File: config.mk
export PLATFORM = sky130hd
export DESIGN_NAME = huff_decoder
export DESIGN_NICKNAME = d
export VERILOG_FILES = /design/src/rtl/huff_decoder.sv
export SDC_FILE = /design/constraint.sdc
export NUM_CORES = 1
export LEC_CHECK = 0
export CORE_MARGIN = 4
export CORE_UTILIZATION = 58
export DETAILED_ROUTE_END_ITERATION = 6
export PLACE_DENSITY = 0.82
export SETUP_SLACK_MARGIN = 0.5
export SKIP_CTS_REPAIR_TIMING = 1
export SYNTH_ARGS = -nofsm -noshare
export SYNTH_HDL_FRONTEND = slang
export SYNTH_SLANG_ARGS = --single-unit
export TNS_END_PERCENT = 100
File: constraint.sdc
create_clock -name clk -period 2.5 [get_ports clk]
set_input_delay 0.25 -clock clk [delete_from_list [all_inputs] [get_ports clk]]
set_output_delay 0.25 -clock clk [all_outputs]
set_load 0.005 [all_outputs]
File: src/rtl/huff_decoder.sv
// huff_decoder: loads a small (symbol, code, mask) codebook, then decodes a serial bitstream into symbols
module huff_decoder #(
    parameter int NUM_SYMS = 4,
    parameter int SYM_W    = 8,
    parameter int CODE_W   = 3
) (
    input  logic              clk,
    input  logic              reset,
    input  logic              load_valid,
    input  logic [SYM_W-1:0]  load_sym,
    input  logic [CODE_W-1:0] load_code,
    input  logic [CODE_W-1:0] load_mask,
    input  logic              load_last,
    output logic              table_ready,
    input  logic              bit_valid,
    input  logic              bit_in,
    output logic              sym_valid,
    output logic [SYM_W-1:0]  sym_out,
    output logic              err
);
    localparam int CNT_W = $clog2(NUM_SYMS + 1);
    localparam int LEN_W = $clog2(CODE_W + 1);
    typedef enum logic {LOAD, DECODE} state_t;
    state_t state_q, state_d;
    logic [CNT_W-1:0] count_q, count_d;
    logic [SYM_W-1:0] ent_sym_q [NUM_SYMS];
    logic [SYM_W-1:0] ent_sym_d [NUM_SYMS];
    logic [CODE_W-1:0] ent_code_q [NUM_SYMS];
    logic [CODE_W-1:0] ent_code_d [NUM_SYMS];
    logic [CODE_W-1:0] ent_mask_q [NUM_SYMS];
    logic [CODE_W-1:0] ent_mask_d [NUM_SYMS];
    logic [LEN_W-1:0] ent_len_q [NUM_SYMS];
    logic [LEN_W-1:0] ent_len_d [NUM_SYMS];
    logic [NUM_SYMS-1:0] ent_ok_q, ent_ok_d;
    logic [CODE_W-1:0] acc_q, acc_d, acc_nx;
    logic [LEN_W-1:0] n_q, n_d, n_nx;
    logic sym_valid_q, sym_valid_d, err_q, err_d;
    logic [SYM_W-1:0] sym_out_q, sym_out_d;
    logic [LEN_W-1:0] load_len;
    logic load_ok, hit;
    logic [SYM_W-1:0] hit_sym;
    always_comb begin
        load_len = '0;
        for (int j = 0; j < CODE_W; j++) load_len = load_len + LEN_W'(load_mask[j]);
        load_ok = (load_mask != '0) && ((load_mask & (load_mask + 1'b1)) == '0);
        acc_nx = {acc_q[CODE_W-2:0], bit_in};
        n_nx = n_q + 1'b1;
        hit = 1'b0;
        hit_sym = '0;
        for (int i = NUM_SYMS - 1; i >= 0; i--)
            if (ent_ok_q[i] && ent_len_q[i] == n_nx && ((ent_code_q[i] ^ acc_nx) & ent_mask_q[i]) == '0) begin
                hit = 1'b1;
                hit_sym = ent_sym_q[i];
            end
    end
    always_comb begin
        state_d = state_q;
        count_d = count_q;
        ent_sym_d = ent_sym_q;
        ent_code_d = ent_code_q;
        ent_mask_d = ent_mask_q;
        ent_len_d = ent_len_q;
        ent_ok_d = ent_ok_q;
        acc_d = acc_q;
        n_d = n_q;
        sym_valid_d = 1'b0;
        err_d = 1'b0;
        sym_out_d = sym_out_q;
        if (state_q == LOAD) begin
            if (load_valid) begin
                for (int i = 0; i < NUM_SYMS; i++)
                    if (CNT_W'(i) == count_q) begin
                        ent_sym_d[i] = load_sym;
                        ent_code_d[i] = load_code;
                        ent_mask_d[i] = load_mask;
                        ent_len_d[i] = load_len;
                        ent_ok_d[i] = load_ok;
                    end
                count_d = count_q + 1'b1;
                state_d = (load_last || count_d == CNT_W'(NUM_SYMS)) ? DECODE : LOAD;
            end
        end else if (bit_valid) begin
            sym_valid_d = hit;
            sym_out_d = hit ? hit_sym : sym_out_q;
            err_d = !hit && n_nx == LEN_W'(CODE_W);
            acc_d = (hit || err_d) ? '0 : acc_nx;
            n_d = (hit || err_d) ? '0 : n_nx;
        end
    end
    always_ff @(posedge clk) begin
        if (reset) begin
            state_q <= LOAD;
            count_q <= '0;
            ent_sym_q <= '{default: '0};
            ent_code_q <= '{default: '0};
            ent_mask_q <= '{default: '0};
            ent_len_q <= '{default: '0};
            ent_ok_q <= '0;
            acc_q <= '0;
            n_q <= '0;
            sym_valid_q <= 1'b0;
            err_q <= 1'b0;
            sym_out_q <= '0;
        end else begin
            state_q <= state_d;
            count_q <= count_d;
            ent_sym_q <= ent_sym_d;
            ent_code_q <= ent_code_d;
            ent_mask_q <= ent_mask_d;
            ent_len_q <= ent_len_d;
            ent_ok_q <= ent_ok_d;
            acc_q <= acc_d;
            n_q <= n_d;
            sym_valid_q <= sym_valid_d;
            err_q <= err_d;
            sym_out_q <= sym_out_d;
        end
    end
    assign table_ready = state_q == DECODE;
    assign sym_valid = sym_valid_q;
    assign sym_out = sym_out_q;
    assign err = err_q;
endmodule

-- Yosys cells after proc, flatten, opt, wreduce, memory -nomap -nowiden
Cells that the tools add are included.
- input bits: 20
- logic and storage cells: 93
- register bits after elaboration: 86
- multiplexer cells: 13
- reductions and logical operators: 28
- equality and inequality tests: 9
- add/subtract/negate cells: 5
- bitwise operators: 11
- operator list (kind ; number):
    8-bit 2-to-1 mux ; 4
    3-bit logical NOT ; 6
    3-bit AND ; 5
    3-bit AND reduction ; 5
    3-bit bitwise XOR ; 4
    1-bit logical AND ; 10
    2-bit equality test ; 4
    1-bit 2-to-1 mux ; 7
    3-bit by 1-bit adder with 3-bit output, second input constant ; 2
    2-bit by 3-bit equality test with 1-bit output, first input constant ; 2
    2-bit 2-to-1 mux ; 2
    2-bit AND reduction ; 2
    1-bit by 3-bit equality test with 1-bit output, first input constant ; 1
    3-bit equality test, second input constant ; 1
    3-bit nonzero test ; 1
    3-bit OR reduction ; 1
    1-bit by 1-bit adder with 2-bit output ; 1
    2-bit by 1-bit adder with 2-bit output ; 1
    2-bit by 1-bit adder with 2-bit output, second input constant ; 1
    2-bit equality test, second input constant ; 1
    1-bit logical OR ; 2
    1-bit NOT ; 2
    1-bit logical NOT ; 1

-- Longest topological paths before layout
Gate-level depths: netlist (run 1).
- depth in word-level cells: 12
- gate-level depth with buffers: 11

-- Worst setup path after synthesis (run 1)
Ideal clock, no wire load.
- kind: register to register
- start: reg n_q[0]
- end: reg sym_out_q[4], in the netlist sym_out[4]
- path slack: 282 ps
- arrival: 2073 ps
- library setup time: 145 ps
- buffers on the path: 3
- stages on the path, launching flop included: 11
- required time: 2355 ps
- path through: dfxtp_1 > buf_4 > inv_1 > ha_1 > buf_2 > xor2_1 > o2111ai_2 > buf_2 > o2111a_1 > o311ai_1 > a221oi_2
- word-level cells in the longest chain between the ends: 9
- RTL lines (item ; RTL line ; source):
    from (decl) ; 36 ; logic [LEN_W-1:0] n_q, n_d, n_nx;
    from (signal assigned) ; 113 ; n_q <= n_d;
    2-bit by 1-bit adder with 2-bit output (*) ; 47 ; n_nx = n_q + 1'b1;
    2-bit equality test ; 51 ; if (ent_ok_q[i] && ent_len_q[i] == n_nx && ((ent_code_q[i] ^ acc_nx) & ent_mask_q[i]) == '0) begin
    1-bit logical AND (2 in a row) ; 51 ;
    1-bit 2-to-1 mux (4 in a row) ; 51 ;
    3-bit AND reduction (no line) ; - ;
    to (signal assigned) ; 116 ; sym_out_q <= sym_out_d;
    to (decl) ; 38 ; logic [SYM_W-1:0] sym_out_q, sym_out_d;
Every way passes the cells marked *; elsewhere a longest branch is shown, timed or not.
A chain may end at the register's enable or synchronous reset.

-- Worst setup path in the final report (run 1)
- start: reg n_q[0]
- end: reg sym_out_q[6], in the netlist sym_out[6]
Same word-level chain as after synthesis.

==> metrics.md, run 1 <==
| Metric | Value |
|---|---|
| TritonCTS Buffers | 9 |
| Pwr Density | between 500 and 600 mW/mm² |
| Synth top area cells | dfxtp_1 (43%), nand2_1 (13%), a21oi_1 (8.7%) |
| Fin crit period | around 2.0 ns |
| Number of synthesized register bits | 86 |
| Max cap viols | 0 |
| Critical-path top delay cell | dfxtp_4 |
| Ports | 31 |
| Vias/cell | 6.08 |
| Global placer's final weighted congestion | roughly 0.89 |
| Initial antenna violation count | 0 |
| Tcrit/Tclk final | 0.807 |
| First-pass GRT wire length | ~16 mm |
| Layout cells sized above 1 | 0.175 |
| Data arrival time of the worst path | around 2.3 ns |
| Netlist cell types | 39 |
| # setup viols final | 0 |
| Worst setup SP type | register |
| Area of the multi-input gates | approximately 0.0022 mm² |
| GRT Total Usage | 0.245 |
| Clock sinks | 86 |
| Most numerous cell in the Yosys netlist | nand2_1 |
| Setup TNS | 0 ns |
| NumNets Final | roughly 540 |
| Prevailing post-synth register cell | dfxtp_1 |
| Placed cell area | 0.00453 mm² |
| DRC Markers | 0 |
| Critical Path Max Stage Delay | ~0.37 ns |
| Crit path depth | 8 |
| Synth Warn # | 0 |
| Hold_ws | about 0.3 ns |
| Die Height | between 90 and 100 µm |
| Crit. End Element | register |
| Critical-path cell list | inv_2, ha_4, xor2_2, o2111ai_2, buf_6, o2111a_2, o311ai_4, a221oi_2 |
| Synthesized area per cell | 8.28 µm² |
| Total routed wirelength | 10.2 mm |
| Top cell type by total area after synthesis | dfxtp_1 |
| Number of global-route vias before repair | between 3000 and 4000 |
| WP data required | 2.75 ns |
| I/O Buffers | 30 |
| Die Span X | approximately 91 µm |
| Core Region | roughly 0.0068 mm² |
| Dpl hpwl | between 6 and 7 mm |
| Die ar. | about 0.0083 mm² |
| Leak | around 1.7 nW |
| Clock-pin slew on the worst setup and hold paths | approximately 0.090 ns |
| Critical path peak fanout | 16 |
| Max Clock Skew | 0.0110 ns |
| Max VDD drop | 0.000510 V |
| Final ANT Viol Nets | 0 |
| FF-to-FF Start | n_q[0] |
| Ys async rst share | 0 |
| Worst-Skew Late Latency | between 0.3 and 0.4 ns |
| Reg2reg path depth | 8 |
| Starting Density | 0.595 |
| Max Slew Vio Count | 0 |
| Root buffer cell | clkbuf_8 |
| R2R Path End | sym_out[6] |
| Buf+Inv Stages, Crit Path | 2 |
| Register area | 0.00173 mm² |
| Worst slew pin tran | just over 0.8 ns |
| Count of final hold-check violations | 0 |
| F_max | 0.496 GHz |
| CP Launch Point | n_q[0] |
| Synth top cells by count | nand2_1 (141), dfxtp_1 (86), a21oi_1 (70) |
| Critical path class | register to register |
| Via Count | 3603 |
| Post-synthesis net count | 514 |
| Iteration-0 DRC Markers | ~270 |
| WL per Instance | 17.2 µm |
| Max-slew headroom | 0.447 |
| H-Tree Depth | 3 |
| End of the critical path | sym_out[6] |
| First-pass detailed-route iteration total | 5 |
| Unrepaired setup endpoints after global routing | true |
| Clk buf depth | 2 |
| Largest net degree at the start of global routing | 50 |
| CTS tree | built |
| Type of the most critical hold path | input port to register |
| Layout fillers | 509 |
| Syn Inst Count | 486 |
| R2r setup slk | slightly below 0.5 ns |
| Fin area | 0.00490 mm² |
| Hold Path Stages | 3 |
| Ant diodes | 0 |
| Grt total ovfl | 0 |
| Netlist Area Pre-Place | 0.00402 mm² |
| Cell row count | 30 |
| Yosys top cell area share | 0.428 |
| Status | finished, final reports clean |
| Hold path startpoint | bit_in |
| Number of flops mapped to enable cells by yosys | 0 |
| Area growth from synthesis to layout | 21.8% |
| CP delay by family, top | compound AO/OA/AOI/OAI gates |
| Sequential fraction of the synthesis area | 0.428 |
-- cell usage in the layout, fill, tap and decap left out, drive strengths merged, types with 2 or more instances in the layout --
master         instances
nand2                142
dfxtp                 86
a21oi                 70
clkdlybuf4s50         28
inv                   26
buf                   23
xor2                  19
nand3b                12
clkbuf                10
a31o                   9
o311ai                 8
a221oi                 8
o2111a                 8
a31oi                  8
nor3                   8
ha                     7
and3                   6
nor2                   4
o41ai                  4
a222oi                 3
and2                   3
nor2b                  2
xnor2                  2
bufinv                 2
clkinv                 2
-- registers in the layout (all words and copies together), names as in the netlist --
signal,cells
ent_ok_q,4
sym_valid,1
err,1
ent_mask_q,12
ent_len_q,8
table_ready,1
ent_sym_q,32
acc_q,2
count_q,3
n_q,2
ent_code_q,12
sym_out,8
-- worst min path at each step --
stage	end
finish	acc_q[0]
global route	acc_q[0]
CTS	ent_sym_q[21]
detailed placement	ent_sym_q[13]
global placement	ent_ok_q[0]
floorplan	ent_sym_q[16]
-- per-stage QoR --
step                      setup slack (ns)  utilization  instances  power (mW)
after CTS                            0.263        0.704        586        2.86
final                                0.483        0.725        593        2.86
after floorplan                      0.434            -        486        1.66
after detailed placement             0.101        0.670        570        1.76
after global placement               0.136        0.670        570        1.74
after global routing                 0.371        0.725        593        2.95
-- cell type report --
cell class	count	share of cell area
Multi-Input combinational cell	334	0.456
Sequential cell	86	0.353
Timing Repair Buffer	52	0.104
Clock buffer	10	0.0281
Tap cell	80	0.0204
Clock inverter	6	0.0192
Inverter	25	0.0192
-- cells by family after synthesis --
| family | share of synthesized area |
|---|---|
| buffers and inverters | 0.0740 |
| flip-flops | 0.428 |
| AND/OR/NAND/NOR | 0.195 |
| AO/OA/AOI/OAI | 0.231 |
| XOR/XNOR | 0.0457 |
| adder cells (fa/ha/maj) | 0.0267 |
-- layer usage --
layer / vias up / part of all wire / track usage
li1: 1696 / - / -
met1: 1728 / 0.43 / 0.323
met2: 160 / 0.48 / 0.382
met3: 19 / 0.069 / 0.0630
met4: 0 / 0.021 / 0.101
met5: - / 0 / 0
-- report_power, final --
part           leakage, nW  internal (mW)  switching [mW]
Clock                0.113          0.597           0.521
Sequential           0.698           1.41          0.0339
Combinational        0.874          0.116           0.177
-- worst min-delay path: cells and delay by family --
family / cells / cell delay, ns
buf+inv: 2 / 0.32
compound gates: 1 / 0.07
No activity file was read; power rests on OpenSTA's default activity.
==> run 2, diff against run 1 <==
- CORE_UTILIZATION: 58 -> 52
- PLACE_DENSITY: 0.82 -> 0.78
- clock period: 2.5 -> 1.7 ns (I/O delays scaled with it)
==> metrics.md, run 2 (same netlist as run 1, synthesis figures left out) <==
| Metric | Value |
|---|---|
| Iteration-0 DRC Markers | 519 (+93%) |
| Global placer's final weighted congestion | 0.928 (+4.7%) |
| Post-Layout Cell Count | 657 (+11%) |
| Grt total ovfl | 0 (unchanged) |
| Ports | 31 (unchanged) |
| Worst setup SP type | register |
| Worst slew pin tran | 0.624 ns (-0.205 ns) |
| Critical path peak fanout | 5 (-11) |
| Root buffer cell | clkbuf_8 |
| Layout fillers | 336 (-34%) |
| NumNets Final | 581 (+8.4%) |
| Largest net degree at the start of global routing | 43 (-14%) |
| Status | finished with violations |
| Violated checks | setup timing |
| Max cap viols | 0 (unchanged) |
| WP data required | 1.98 ns (-0.77 ns) |
| Critical-path top delay cell | dfxtp_2 |
| Core Region | 0.00737 mm² (+9.1%) |
| Via Count | 4290 (+19%) |
| Critical path class | register to register |
| Area growth from synthesis to layout | 56.1% |
| Unrepaired setup endpoints after global routing | true |
| Worst-Skew Late Latency | 0.38 ns (about the same) |
| Fin area | 0.00628 mm² (+28%) |
| F_max | 0.475 GHz (-4.2%) |
| Largest regs | ent_sym_q: 32 flops, ent_code_q: 12 flops, ent_mask_q: 12 flops |
| Placed Cells | 619 (+8.6%) |
| I/O Buffers | 30 (unchanged) |
| Final Power | 4.46 mW (+56%) |
| Die Height | 96.0 µm (+5.1%) |
| Top reg by flops | ent_sym_q |
| Max Clock Skew | 0.0194 ns (+0.00842 ns) |
| Tcrit/Tclk final | 1.24 (+0.432) |
| Max Slew Vio Count | 0 (unchanged) |
| Crit. End Element | register |
| Critical-path cell list | xor2_1, a222oi_1, buf_4, a22oi_2, buf_4, nand4b_4, buf_12, o41ai_2 |
| Vias/cell | 6.53 (+7.5%) |
| TritonCTS Buffers | 9 (unchanged) |
| H-Tree Depth | 3 (unchanged) |
| Starting Density | 0.546 (-0.0495) |
| Data arrival time of the worst path | 2.38 ns (+0.11 ns) |
| Layout cells sized above 1 | 0.559 (+0.384) |
| Ant diodes | 0 (unchanged) |
| Dpl hpwl | 7.25 mm (+5.7%) |
| Count of final hold-check violations | 0 (unchanged) |
| Initial antenna violation count | 0 (unchanged) |
| Final ANT Viol Nets | 0 (unchanged) |
| Placed cell area | 0.00492 mm² (+8.8%) |
| Type of the most critical hold path | input port to register |
| Fin crit period | 2.11 ns (+0.0886 ns) |
| WL per Instance | 24.0 µm (+39%) |
| Most used cell, CP | buf_4 |
| Leak | 2.27 nW (+35%) |
| Number of global-route vias before repair | 3331 (+0.82%) |
| Most common cell after layout, fill and taps aside | dfxtp_1 |
| Critical Path Max Stage Delay | 0.45 ns (+0.08 ns) |
| First-pass GRT wire length | 16.7 mm (+3.8%) |
| Max VDD drop | 0.000594 V (+16%) |
| Die Span X | 96.0 µm (+5.1%) |
| Clock sinks | 86 (unchanged) |
| Commonest non-fill, non-tap cells in the layout | dfxtp_1 (76), a21oi_2 (57), nand2_2 (56) |
| Max-slew headroom | 0.584 (+0.137) |
| Clock-pin slew on the worst setup and hold paths | 0.10 ns (about the same) |
| Area of the multi-input gates | 0.00316 mm² (+41%) |
| DRC Markers | 0 (unchanged) |
| GRT Total Usage | 0.236 (-0.00933) |
| Cell row count | 31 (+3.3%) |
| # setup viols final | 14 (+14) |
| Total routed wirelength | 15.8 mm (+54%) |
| Clk buf depth | 2 (unchanged) |
| Pwr Density | 711 mW/mm² (+22%) |
| Max FFs per register | 32 (unchanged) |
| Die ar. | 0.00921 mm² (+11%) |
| CTS tree | built |
| Setup TNS | -4.69 ns (-4.69 ns) |
| First-pass detailed-route iteration total | 6 (+1) |
| Setup ws final | -0.406 ns (-0.889 ns) |
| CP delay by family, top | compound AO/OA/AOI/OAI gates |
| Register area | 0.00174 mm² (+0.80%) |
| Buf+Inv Stages, Crit Path | 3 (+1) |
## run 2: layout make-up
cell class	instances	area share
Sequential cell	86	0.277
Timing Repair Buffer	87	0.154
Tap cell	99	0.0197
Inverter	25	0.0161
Clock buffer	11	0.0209
Clock inverter	5	0.00937
Multi-Input combinational cell	344	0.503
## run 2: metal layers
layer,wire length [µm],up-vias,track usage
met5,0,-,0
met4,1020,0,0.0711
met3,1710,105,0.0399
met2,7140,343,0.351
met1,5910,2036,0.347
li1,-,1806,-
## run 2: path summary, 6_finish.rpt
| check | from | end | slack, ns | depth (start not counted) |
|---|---|---|---|---|
| setup / recovery | acc_q[0] | acc_q[0] | -0.41 | 8 |
| hold / removal | reset | ent_mask_q[7] | 0.31 | 2 |
| setup reg to reg | acc_q[0] | acc_q[0] | -0.41 | 8 |
| hold reg to reg | sym_out[4] | sym_out[4] | 0.46 | 2 |
## run 2: metrics by stage
step                hold slack (ns)  worst slack (ns)  utilization
global route                  0.338            -0.431        0.852
finish                        0.308            -0.406        0.852
floorplan                     0.306            -0.366            -
global placement              0.440            -0.452        0.668
CTS                           0.258            -0.359        0.694
detailed placement            0.446            -0.473        0.668
## run 2: report_power, final
group	internal [mW]	switching (mW)	total, mW	leakage, nW
sequential	2.08	0.0770	2.16	0.702
clock	0.685	0.815	1.50	0.0899
combinational	0.332	0.472	0.805	1.48
total	3.10	1.36	4.46	2.27
